File: config.mk
export PLATFORM = sky130hd
export DESIGN_NAME = kfpga_config_loader
export DESIGN_NICKNAME = d
export VERILOG_FILES = /design/src/rtl/kfpga_config_loader.sv
export SDC_FILE = /design/constraint.sdc
export NUM_CORES = 1
export LEC_CHECK = 0
export CAP_MARGIN = 25
export CORE_UTILIZATION = 25
export DETAILED_ROUTE_END_ITERATION = 12
export PLACE_DENSITY = 0.52
export SLEW_MARGIN = 0
export SYNTH_ARGS = -nofsm -noshare
export SYNTH_HDL_FRONTEND = slang
export SYNTH_SLANG_ARGS = --single-unit
File: constraint.sdc
create_clock -name clock -period 1.99 [get_ports clock]
set_input_delay 0.398 -clock clock [delete_from_list [all_inputs] [get_ports clock]]
set_output_delay 0.398 -clock clock [all_outputs]
set_load 0.005 [all_outputs]
File: src/rtl/kfpga_config_loader.sv
// Configuration chain sequencer for the kFPGA core: clear, stream a word-fed
// bitstream one bit per clock, then optionally recirculate and CRC-check it.
module kfpga_config_loader #(
   parameter int WORD_WIDTH   = 32,
   parameter int CHAIN_BITS   = 2048,
   parameter int CLEAR_CYCLES = 4,
   parameter int VERIFY       = 1
) (
   input  logic                  clock,
   input  logic                  nreset,
   input  logic                  start,
   input  logic                  abort,
   input  logic [WORD_WIDTH-1:0] word_data,
   input  logic                  word_valid,
   output logic                  word_ready,
   output logic                  config_in,
   input  logic                  config_out_fb,
   output logic                  config_enable,
   output logic                  config_nreset,
   output logic                  busy,
   output logic                  done,
   output logic                  error
);

   localparam int BW = $clog2(CHAIN_BITS + 1);
   localparam int SW = $clog2(WORD_WIDTH + 1);
   localparam int CW = (BW > SW) ? BW : SW;
   localparam int KW = $clog2(CLEAR_CYCLES + 1);

   typedef enum logic [2:0] {
      ST_IDLE,
      ST_CLEAR,
      ST_LOAD,
      ST_VERIFY,
      ST_DONE
   } state_t;

   state_t                state, state_nxt;
   logic [KW-1:0]         clr_cnt;
   logic [BW-1:0]         bit_cnt;
   logic [WORD_WIDTH-1:0] shifter;
   logic [SW-1:0]         sh_cnt;
   logic [15:0]           crc_load;
   logic [15:0]           crc_rb;
   logic [15:0]           crc_rb_nxt;
   logic                  last_in;
   logic                  error_q;
   logic                  shifting;
   logic                  accept;
   logic                  bit_last;

   function automatic logic [15:0] crc_step(input logic [15:0] c, input logic b);
      logic fb;
      fb = c[15] ^ b;
      return {c[14:0], 1'b0} ^ (fb ? 16'h1021 : 16'h0000);
   endfunction

   always_comb begin
      shifting   = (state == ST_LOAD) && (sh_cnt != '0);
      // Ready only while chain bits remain beyond those already held in the shifter,
      // so the word carrying the final chain bit is the last one accepted.
      word_ready = (state == ST_LOAD) && (sh_cnt <= SW'(1)) && (CW'(bit_cnt) > CW'(sh_cnt));
      accept     = word_valid && word_ready;
      bit_last   = (bit_cnt == BW'(1));
      crc_rb_nxt = crc_step(crc_rb, config_out_fb);

      config_enable = shifting || (state == ST_VERIFY);
      if (shifting)
         config_in = shifter[0];
      else if (state == ST_VERIFY)
         config_in = config_out_fb;
      else
         config_in = last_in;
      config_nreset = (state != ST_CLEAR);
      busy          = (state == ST_CLEAR) || (state == ST_LOAD) || (state == ST_VERIFY);
      done          = (state == ST_DONE);
      error         = error_q;
   end

   always_comb begin
      state_nxt = state;
      case (state)
         ST_IDLE:   if (start && !abort) state_nxt = ST_CLEAR;
         ST_CLEAR: begin
            if (abort)
               state_nxt = ST_IDLE;
            else if (clr_cnt == KW'(CLEAR_CYCLES - 1))
               state_nxt = ST_LOAD;
         end
         ST_LOAD: begin
            if (abort)
               state_nxt = ST_IDLE;
            else if (shifting && bit_last)
               state_nxt = (VERIFY != 0) ? ST_VERIFY : ST_DONE;
         end
         ST_VERIFY: begin
            if (abort)
               state_nxt = ST_IDLE;
            else if (bit_last)
               state_nxt = ST_DONE;
         end
         ST_DONE:   if (start) state_nxt = abort ? ST_IDLE : ST_CLEAR;
         default:   state_nxt = ST_IDLE;
      endcase
   end

   always_ff @(posedge clock or negedge nreset) begin
      if (!nreset) begin
         state    <= ST_IDLE;
         clr_cnt  <= '0;
         bit_cnt  <= '0;
         shifter  <= '0;
         sh_cnt   <= '0;
         crc_load <= '0;
         crc_rb   <= '0;
         last_in  <= 1'b0;
         error_q  <= 1'b0;
      end else begin
         state <= state_nxt;
         if (config_enable)
            last_in <= config_in;

         case (state)
            ST_CLEAR: begin
               clr_cnt <= clr_cnt + KW'(1);
               if (state_nxt == ST_LOAD) begin
                  bit_cnt  <= BW'(CHAIN_BITS);
                  crc_load <= 16'hFFFF;
                  sh_cnt   <= '0;
               end
            end
            ST_LOAD: begin
               if (shifting) begin
                  bit_cnt  <= bit_cnt - BW'(1);
                  crc_load <= crc_step(crc_load, shifter[0]);
               end
               if (accept) begin
                  shifter <= word_data;
                  sh_cnt  <= SW'(WORD_WIDTH);
               end else if (shifting) begin
                  shifter <= shifter >> 1;
                  sh_cnt  <= sh_cnt - SW'(1);
               end
               if (state_nxt == ST_VERIFY) begin
                  bit_cnt <= BW'(CHAIN_BITS);
                  crc_rb  <= 16'hFFFF;
               end
            end
            ST_VERIFY: begin
               bit_cnt <= bit_cnt - BW'(1);
               crc_rb  <= crc_rb_nxt;
               if (state_nxt == ST_DONE)
                  error_q <= (crc_rb_nxt != crc_load);
            end
            default: ;
         endcase

         if (state_nxt == ST_CLEAR && state != ST_CLEAR) begin
            clr_cnt <= '0;
            error_q <= 1'b0;
         end
         if (state_nxt == ST_IDLE || (state == ST_LOAD && state_nxt == ST_DONE))
            error_q <= 1'b0;
      end
   end

endmodule

# Word level (Yosys, flattened, before mapping)
# Index checks and enable logic that the tools add are counted.
dict set report word_totals {
  in_bits 38
  elab_cells 99
  ff_bits 90
}
dict set report op_classes {
  add_sub_neg 3
  n_eq_ne 17
  bitwise_logic 4
  order_cmp 2
  mux 35
  reduce_logical 29
}
# op count
set ops {}
lappend ops {{32-bit two-way mux} 2}
lappend ops {{16-bit case mux with 2 select lines} 2}
lappend ops {{16-bit two-way mux} 3}
lappend ops {{12-bit two-way mux} 3}
lappend ops {{12-bit case mux with 3 select lines} 1}
lappend ops {{16-bit by 13-bit XOR with 16-bit output} 2}
lappend ops {{3-bit two-way mux} 10}
lappend ops {{13-bit two-way mux} 2}
lappend ops {{6-bit two-way mux} 3}
lappend ops {{16-bit != test} 1}
lappend ops {{3-bit by 2-bit == test with 1-bit output (second input constant)} 5}
lappend ops {{3-bit case mux with 5 select lines} 1}
lappend ops {{12-bit by 1-bit == test with 1-bit output (second input constant)} 1}
lappend ops {{12-bit by 6-bit > comparator with 1-bit output} 1}
lappend ops {{6-bit case mux with 2 select lines} 1}
lappend ops {{12-bit by 1-bit subtractor with 12-bit output (second input constant)} 1}
lappend ops {{3-bit AND reduction} 3}
lappend ops {{3-bit nonzero test} 3}
lappend ops {{1-bit logical AND} 8}
lappend ops {{2-bit nonzero test} 4}
lappend ops {{1-bit two-way mux} 7}
lappend ops {{3-bit by 1-bit == test with 1-bit output (second input constant)} 2}
lappend ops {{3-bit == test (second input constant)} 2}
lappend ops {{6-bit by 1-bit less-or-equal comparator with 1-bit output (second input constant)} 1}
lappend ops {{13 further kinds} 21}

# Logic depth before layout (Yosys ltp)
# Gate-level depths: netlist (run 1).
dict set report logic_depth {
  word_depth 11
  ltp_mapped 9
  mapped_depth_nobuf 8
}

# Least setup slack after synthesis (run 1)
# OpenSTA, ideal clock, no wires.
dict set report synth_timing {
  path_type {register -> output}
  from {reg sh_cnt[0]}
  to {out config_in}
  t_arrival_ns 1.712
  required_ns 1.592
  setup_slack_ns -0.120
  n_path_buf 0
  stages_incl_launch_ff 8
  path_cell_list {dfrtp_1 > inv_1 > ha_1 > or4b_4 > nor2_4 > nand2_1 > a21oi_1 > a221o_1}
}
dict set report synth_via {
  elab_chain_len 3
}
# element line
set synth_lines {}
lappend synth_lines {{from (decl)} 42} ;# logic [SW-1:0] sh_cnt;
lappend synth_lines {{from (signal assigned)} 139} ;# sh_cnt <= SW'(WORD_WIDTH);
lappend synth_lines {{from (signal assigned)} 142} ;# sh_cnt <= sh_cnt - SW'(1);
lappend synth_lines {{6-bit nonzero test} 59} ;# shifting = (state == ST_LOAD) && (sh_cnt != '0);
lappend synth_lines {{1-bit logical AND} 59}
lappend synth_lines {{1-bit two-way mux} 68} ;# if (shifting)
lappend synth_lines {{to (decl)} 16} ;# output logic config_in,
# No other way between the ends.

# Worst setup path in the final report (run 1)
dict set report layout_timing {
  from {reg sh_cnt[1]}
  to {out config_in}
}
# The elaborated chain is that of the path after synthesis.

==> results of run 1 <==
[sequential cells by signal, indices dropped and copies added (netlist names)]
register	count
shifter	32
crc_load	16
crc_rb	16
bit_cnt	12
sh_cnt	6
clr_cnt	3
state	3
error	1
last_in	1
[area by class of cell]
cell class              count  area share (%)
clock buffers              10            3.38
well taps                 229            4.05
multi-input cells         411            37.9
repair buffers            143            20.8
inverters                  15           0.866
clock inverters             5            1.20
flip-flops and latches     90            31.8
[layer usage]
metal  track usage (%)  part of all wire (%)  up-vias
li1                  -                     -     2125
met1              18.7                    47     2115
met2              21.9                    48      108
met3              3.38                   3.9       10
met4              3.51                  0.88        0
met5                 0                     0        -
[cell usage in the layout (no fill, tap or decap), drive strengths merged, types with 2 or more instances in the layout]
master         synthesis  routed
o211ai                 2       2
clkbuf                14      12
o22ai                  4       4
nor3                   8       8
or2                    4       4
nor2                  88      88
buf                   14      98
bufinv                 0       2
and2                   2       2
clkdlybuf4s50          0      37
nand2b                 2       2
dfrtp                 90      90
o21ai                 39      39
nand4                  8       8
a21oi                 32      32
dlygate4sd2            0       3
mux2i                  2       2
nand3                  6       6
o31ai                  2       2
xor2                  10      10
xnor2                 11      11
ha                    12      12
a31oi                 40      40
a221o                  2       2
a21o                   2       2
o41ai                  2       2
inv                   15      17
nand2                112     112
nand3b                 3       3
nor2b                  2       2
nor4                   6       6
[stage by stage]
step | TNS, ns | cells | total power (W)
2_1_floorplan | -0.148 | 544 | 0.00466
3_3_place_gp | -5.36 | 860 | 0.00587
3_5_place_dp | -7.78 | 860 | 0.00596
4_1_cts | -3.60 | 897 | 0.00828
5_1_grt | -14.11 | 903 | 0.00922
6_report | -6.87 | 903 | 0.00862
[critical path: stages, from the launching register on]
cell and delay (ns):
dfrtp_1 0.38, inv_2 0.08, ha_4 0.13, or4b_4 0.47, nor2_4 0.12, nand2_2 0.06
a21oi_2 0.14, a221o_1 0.16, buf_2 0.12
[power groups by stage]
stage / registers, W / logic (W) / clock network [W]
finish: 0.00302 / 0.00372 / 0.00188
global route: 0.00311 / 0.00410 / 0.00201
CTS: 0.00299 / 0.00334 / 0.00195
detailed placement: 0.00299 / 0.00297 / 0
global placement: 0.00297 / 0.00290 / 0
floorplan: 0.00292 / 0.00174 / 0
[worst paths after layout]
| kind | start | end |
|---|---|---|
| max | sh_cnt[1] | config_in |
| min reg2reg | shifter[31] | shifter[31] |
| max reg2reg | sh_cnt[1] | bit_cnt[11] |
| max in group asynchronous | nreset | crc_load[8] |
| min | nreset | clr_cnt[0] |
| min in group clock | shifter[31] | shifter[31] |
[kinds of logic (layout without fill, tap and decap cells)]
group / count (synthesis) / count (layout) / synth area share [%]
AND/OR/NAND/NOR: 245 / 245 / 23.5
XOR/XNOR: 21 / 21 / 3.93
AO/OA/AOI/OAI: 131 / 131 / 16.7
adder cells (fa/ha/maj): 12 / 12 / 3.21
flip-flops: 90 / 90 / 48.1
multiplexers: 2 / 2 / 0.428
buffers and inverters: 43 / 173 / 4.15
[what timing repair did]
| action | 4_1_cts | 5_1_grt |
|---|---|---|
| buffers inserted | 19 | 8 |
| endpoints found under the hold margin | 23 | 0 |
| gates resized for setup | 72 | 68 |
| setup endpoints to repair | 73 | 73 |
| hold buffers | 1 | 0 |
| pin swaps | 14 | 27 |
| gates cloned | 4 | 3 |
==> flow_metrics.py, run 1 <==
metrics = {
    "placed_design": {
        "place_ws_ns": -0.497,
        "post_dp_cell_area_mm2": 0.00589,
        "io_buffers": 44,
        "place_congestion": 0.798,
        "place_hpwl_um": 8300,
    },
    "setup_path": {
        "start_kind": "register",
        "cp.required_ns": 1.59,
        "crit_fanout": 2,
        "end_kind": "output pin",
        "r2r_cells": 11,
        "crit_type": "register to output pin",
        "worst_ep_arrival_time_ns": 2.02,
        "reg2reg_slack_ns": -0.23,
    },
    "sta": {
        "rsz0062_at_grt": "yes",
        "min_period_ns": 2.42,
        "whs_ns": 0.496,
        "skew_ns": 0.00811,
        "final.setup.worst_slack_ns": -0.427,
        "max_slew.worst_pin.slew_ns": 0.701,
        "post-route-period-util_pct": 121,
        "slew_violations": 0,
        "fmax_mhz": 414,
        "max-slew-margin-rel_pct": 53.1,
        "hold_violations": 0,
        "setup_viol": 62,
    },
    "synthesis": {
        "yosys_warnings": 0,
        "synth_nets": 594,
        "synth_area_leader_cell": "dfrtp_1",
        "synth_cell_type_count": 49,
        "syn_area_mm2": 0.00468,
        "netlist_instances": 544,
        "ys_seq_area_share_pct": 48.1,
        "ys.flop_type": "dfrtp_1",
        "synthTopCellsByArea": "dfrtp_1, nand2_1, nor2_1",
        "synthTopCellsByCount": "nand2_1, dfrtp_1, nor2_1",
        "avgSynthCellArea_um2": 8.60,
        "ys_async_sr_fraction_pct": 100,
        "synth_edf_count": 0,
        "synth.most_common_cell": "nand2_1",
        "ys_seq_elements": 90,
        "yosys.area.top_type_share_pct": 48.1,
    },
    "final_layout": {
        "multi_input_area_mm2": 0.00268,
        "diodes": 0,
        "final_util_pct": 39.0,
        "layout-drive-gt1-share_pct": 31.6,
        "nFillCells": 1803,
        "nets": 720,
        "seq_area_mm2": 0.00225,
        "syn_to_final_growth_pct": 51.2,
        "final_area_mm2": 0.00708,
    },
    "floorplan": {
        "row_count": 49,
        "core_region_area_mm2": 0.0181,
        "fp.dieW_um": 139,
        "dieArea_mm2": 0.0193,
        "dieHeight_um": 139,
        "initial_utilization_pct": 25.8,
        "io-pin-count": 45,
    },
    "drt": {
        "drtAntennaViolNets": 0,
        "wl_per_cell_um": 14.9,
        "firstDrtPassIters": 9,
        "drc": 4,
        "drt-total-wl_um": 13400,
        "drt_iter0_drc": 260,
        "vias": 4358,
        "via_per_inst": 4.83,
    },
    "clock_network": {
        "cts_max_path_buffers": 2,
        "cts_tree": "yes",
        "cts_inserted_buffers": 9,
        "clkTransAtPathRegs_ns": 0.07,
        "cts.sinks": 90,
        "cts_root_buf": "clkbuf_16",
        "insertion_delay_ns": 0.35,
        "cts.htree.levels": 3,
    },
    "power_and_ir_drop": {
        "swShare_pct": 35.9,
        "p_seq_share_pct": 35.0,
        "power_density_mw_per_mm2": 1220,
        "ir_drop_v": 0.000591,
        "clkPwrFrac_pct": 21.8,
        "p_comb_share_pct": 43.2,
        "p_int_w": 0.00553,
        "power.switching_w": 0.00310,
        "power.leakage_nw": 2.92,
    },
    "global_routing": {
        "gr-total-overflow": 0,
        "grt_pass1_vias": 4136,
        "grt_pass1_wl_um": 21100,
        "grt_max_degree": 44,
        "grtUsageTotal_pct": 13.8,
        "antenna_found_initial": 0,
    },
    "run": {
        "drv_cap": 0,
    },
    "worst_hold_path": {
        "min_path_type": "input pin to asynchronous set/reset pin",
    },
    "outcome": {
        "status": "finished, violations left",
        "violations": "design-rule violations, negative setup slack",
    },
}
No activity file was read; power rests on OpenSTA's default activity.
==> run 2: changes to the inputs <==
CORE_ASPECT_RATIO = 0.9   (was unset)
CTS_CLUSTER_SIZE = 16   (was unset)
PLACE_DENSITY = 0.5   (was 0.52)
clock period = 2.9 ns   (was 1.99 ns; I/O delays follow)
==> flow_metrics.py, run 2 (same netlist as run 1, synthesis figures left out) <==
metrics = {
    "floorplan": {
        "initial_utilization_pct": 25.5,
        "fp.dieW_um": 146,
        "core_region_area_mm2": 0.0183,
        "io-pin-count": 45,
        "dieArea_mm2": 0.0193,
        "dieHeight_um": 132,
        "row_count": 47,
    },
    "sta": {
        "max_slew.worst_pin.slew_ns": 0.626,
        "min_period_ns": 2.70,
        "whs_ns": 0.241,
        "setup_viol": 0,
        "slew_violations": 0,
        "hold_violations": 0,
        "tns_ns": 0,
        "final.setup.worst_slack_ns": 0.197,
        "post-route-period-util_pct": 93.2,
        "fmax_mhz": 370,
        "rsz0062_at_grt": "no",
        "max-slew-margin-rel_pct": 57.9,
        "skew_ns": 0.00674,
    },
    "final_layout": {
        "reg_top3": "shifter x32, crc_load x16, crc_rb x16",
        "fin_cells": 842,
        "top_register": "shifter",
        "final_common_cell": "nand2_1",
        "nets": 642,
        "layout-drive-gt1-share_pct": 10.6,
        "syn_to_final_growth_pct": 24.0,
        "diodes": 0,
        "mostFrequentLayoutCells": "nand2_1, dfrtp_1, nor2_1",
        "largest_reg_flops": 32,
    },
    "setup_path": {
        "reg2reg_slack_ns": 0.49,
        "crit_type": "register to output pin",
        "r2r_end": "crc_rb[12]",
        "crit_cells": 8,
        "crit_fanout": 2,
        "start_kind": "register",
        "crit_chain": "inv_1, ha_1, or4b_4, nor2_4, nand2_1, a21oi_2, a221o_1, clkdlybuf4s15_1",
        "reg2reg_from": "bit_cnt[1]",
        "critPathBufInv": 2,
        "r2r_cells": 8,
        "cp.required_ns": 2.32,
        "end_kind": "output pin",
        "max_stage_delay_ns": 0.48,
        "critPathSlowestCell": "or4b_4",
        "crit_family": "simple AND/OR/NAND/NOR gates",
        "worst_ep_arrival_time_ns": 2.12,
        "crit_start": "sh_cnt[0]",
        "crit_end": "config_in",
    },
    "global_routing": {
        "gr-total-overflow": 0,
        "grt_pass1_wl_um": 19300,
        "grt_max_degree": 91,
        "grt_pass1_vias": 3809,
        "grtUsageTotal_pct": 12.5,
        "antenna_found_initial": 0,
    },
    "drt": {
        "drt-total-wl_um": 11300,
        "firstDrtPassIters": 5,
        "drc": 0,
        "drt_iter0_drc": 287,
        "wl_per_cell_um": 13.4,
        "drtAntennaViolNets": 0,
        "via_per_inst": 4.74,
        "vias": 3987,
    },
    "placed_design": {
        "io_buffers": 44,
        "dp.cells": 821,
        "place_hpwl_um": 7720,
        "place_ws_ns": 0.228,
        "place_congestion": 0.814,
    },
    "power_and_ir_drop": {
        "ir_drop_v": 0.000306,
        "power.leakage_nw": 2.35,
        "power_density_mw_per_mm2": 853,
    },
    "clock_network": {
        "cts_root_buf": "clkbuf_16",
        "cts.htree.levels": 3,
        "cts_inserted_buffers": 9,
        "clkTransAtPathRegs_ns": 0.06,
        "cts.sinks": 90,
        "cts_tree": "yes",
        "insertion_delay_ns": 0.35,
        "cts_max_path_buffers": 2,
    },
    "run": {
        "drv_cap": 0,
    },
    "worst_hold_path": {
        "min_path_type": "input pin to asynchronous set/reset pin",
    },
    "outcome": {
        "status": "completed",
    },
}
==> run 2: cell types whose count changed in the layout (fill, tap and decap cells not counted), sizes merged <==
cell           before  now
dlygate4sd2         3    0
bufinv              2    0
bufbuf              1    0
clkdlybuf4s50      37   41
clkbuf             12   13
dlygate4sd3         1    0
clkinvlp            1    3
inv                17   15
buf                98   22
clkdlybuf4s15       0    1
==> run 2: final cells by class <==
| class | count | area, um^2 |
|---|---|---|
| timing repair buffer | 65 | 623 |
| multi-input combinational | 411 | 2260 |
| sequential | 90 | 2260 |
| fill | 1923 | 12500 |
| clock buffer | 13 | 270 |
| tap | 245 | 307 |
| clock inverter | 3 | 22.5 |
| inverter | 15 | 56.3 |
==> run 2: worst min-delay path by stage <==
stage                   to        start  slack [ns]
3_3_place_gp   shifter[31]  shifter[31]        0.49
3_5_place_dp    bit_cnt[7]   bit_cnt[7]        0.49
2_1_floorplan   bit_cnt[0]       nreset        0.28
6_report       shifter[10]       nreset        0.24
5_1_grt        shifter[10]       nreset        0.29
4_1_cts        shifter[10]       nreset        0.29
==> run 2: what timing repair did <==
item | in CTS | in global routing
setup endpoints to repair | 2 | 3
buffers inserted | 1 | 4
resized for setup | 2 | 9
hold buffers | 0 | 0
pin swaps | 1 | 1
==> run 2: routing by layer <==
layer	wire, um	vias up	share of wire [%]	global-route usage [%]
li1	-	1964	-	-
met4	167	0	1.5	4.17
met2	4840	101	43	18.0
met5	0	-	0	0
met3	512	13	4.5	3.18
met1	5790	1909	51	18.1
==> run 2: power by group <==
part	switching, W	total, W	internal [W]
clock network	0.000503	0.00116	0.000652
registers	0.000404	0.00211	0.00171
logic	0.000882	0.00168	0.000794
total	0.00179	0.00495	0.00316
==> run 2: metrics by stage <==
| stage | total power, W | util, % | area [um^2] |
|---|---|---|---|
| global placement | 0.00369 | 29.7 | 5450 |
| global route | 0.00537 | 31.6 | 5800 |
| detailed placement | 0.00376 | 29.7 | 5450 |
| CTS | 0.00495 | 31.3 | 5750 |
| floorplan | 0.00319 | - | 4680 |
| finish | 0.00495 | 31.6 | 5800 |
==> run 3: changes to the inputs <==
CAP_MARGIN = unset   (was 25)
==> results of run 3 <==
Final layout, timing and power as in run 2 (identical DEF).
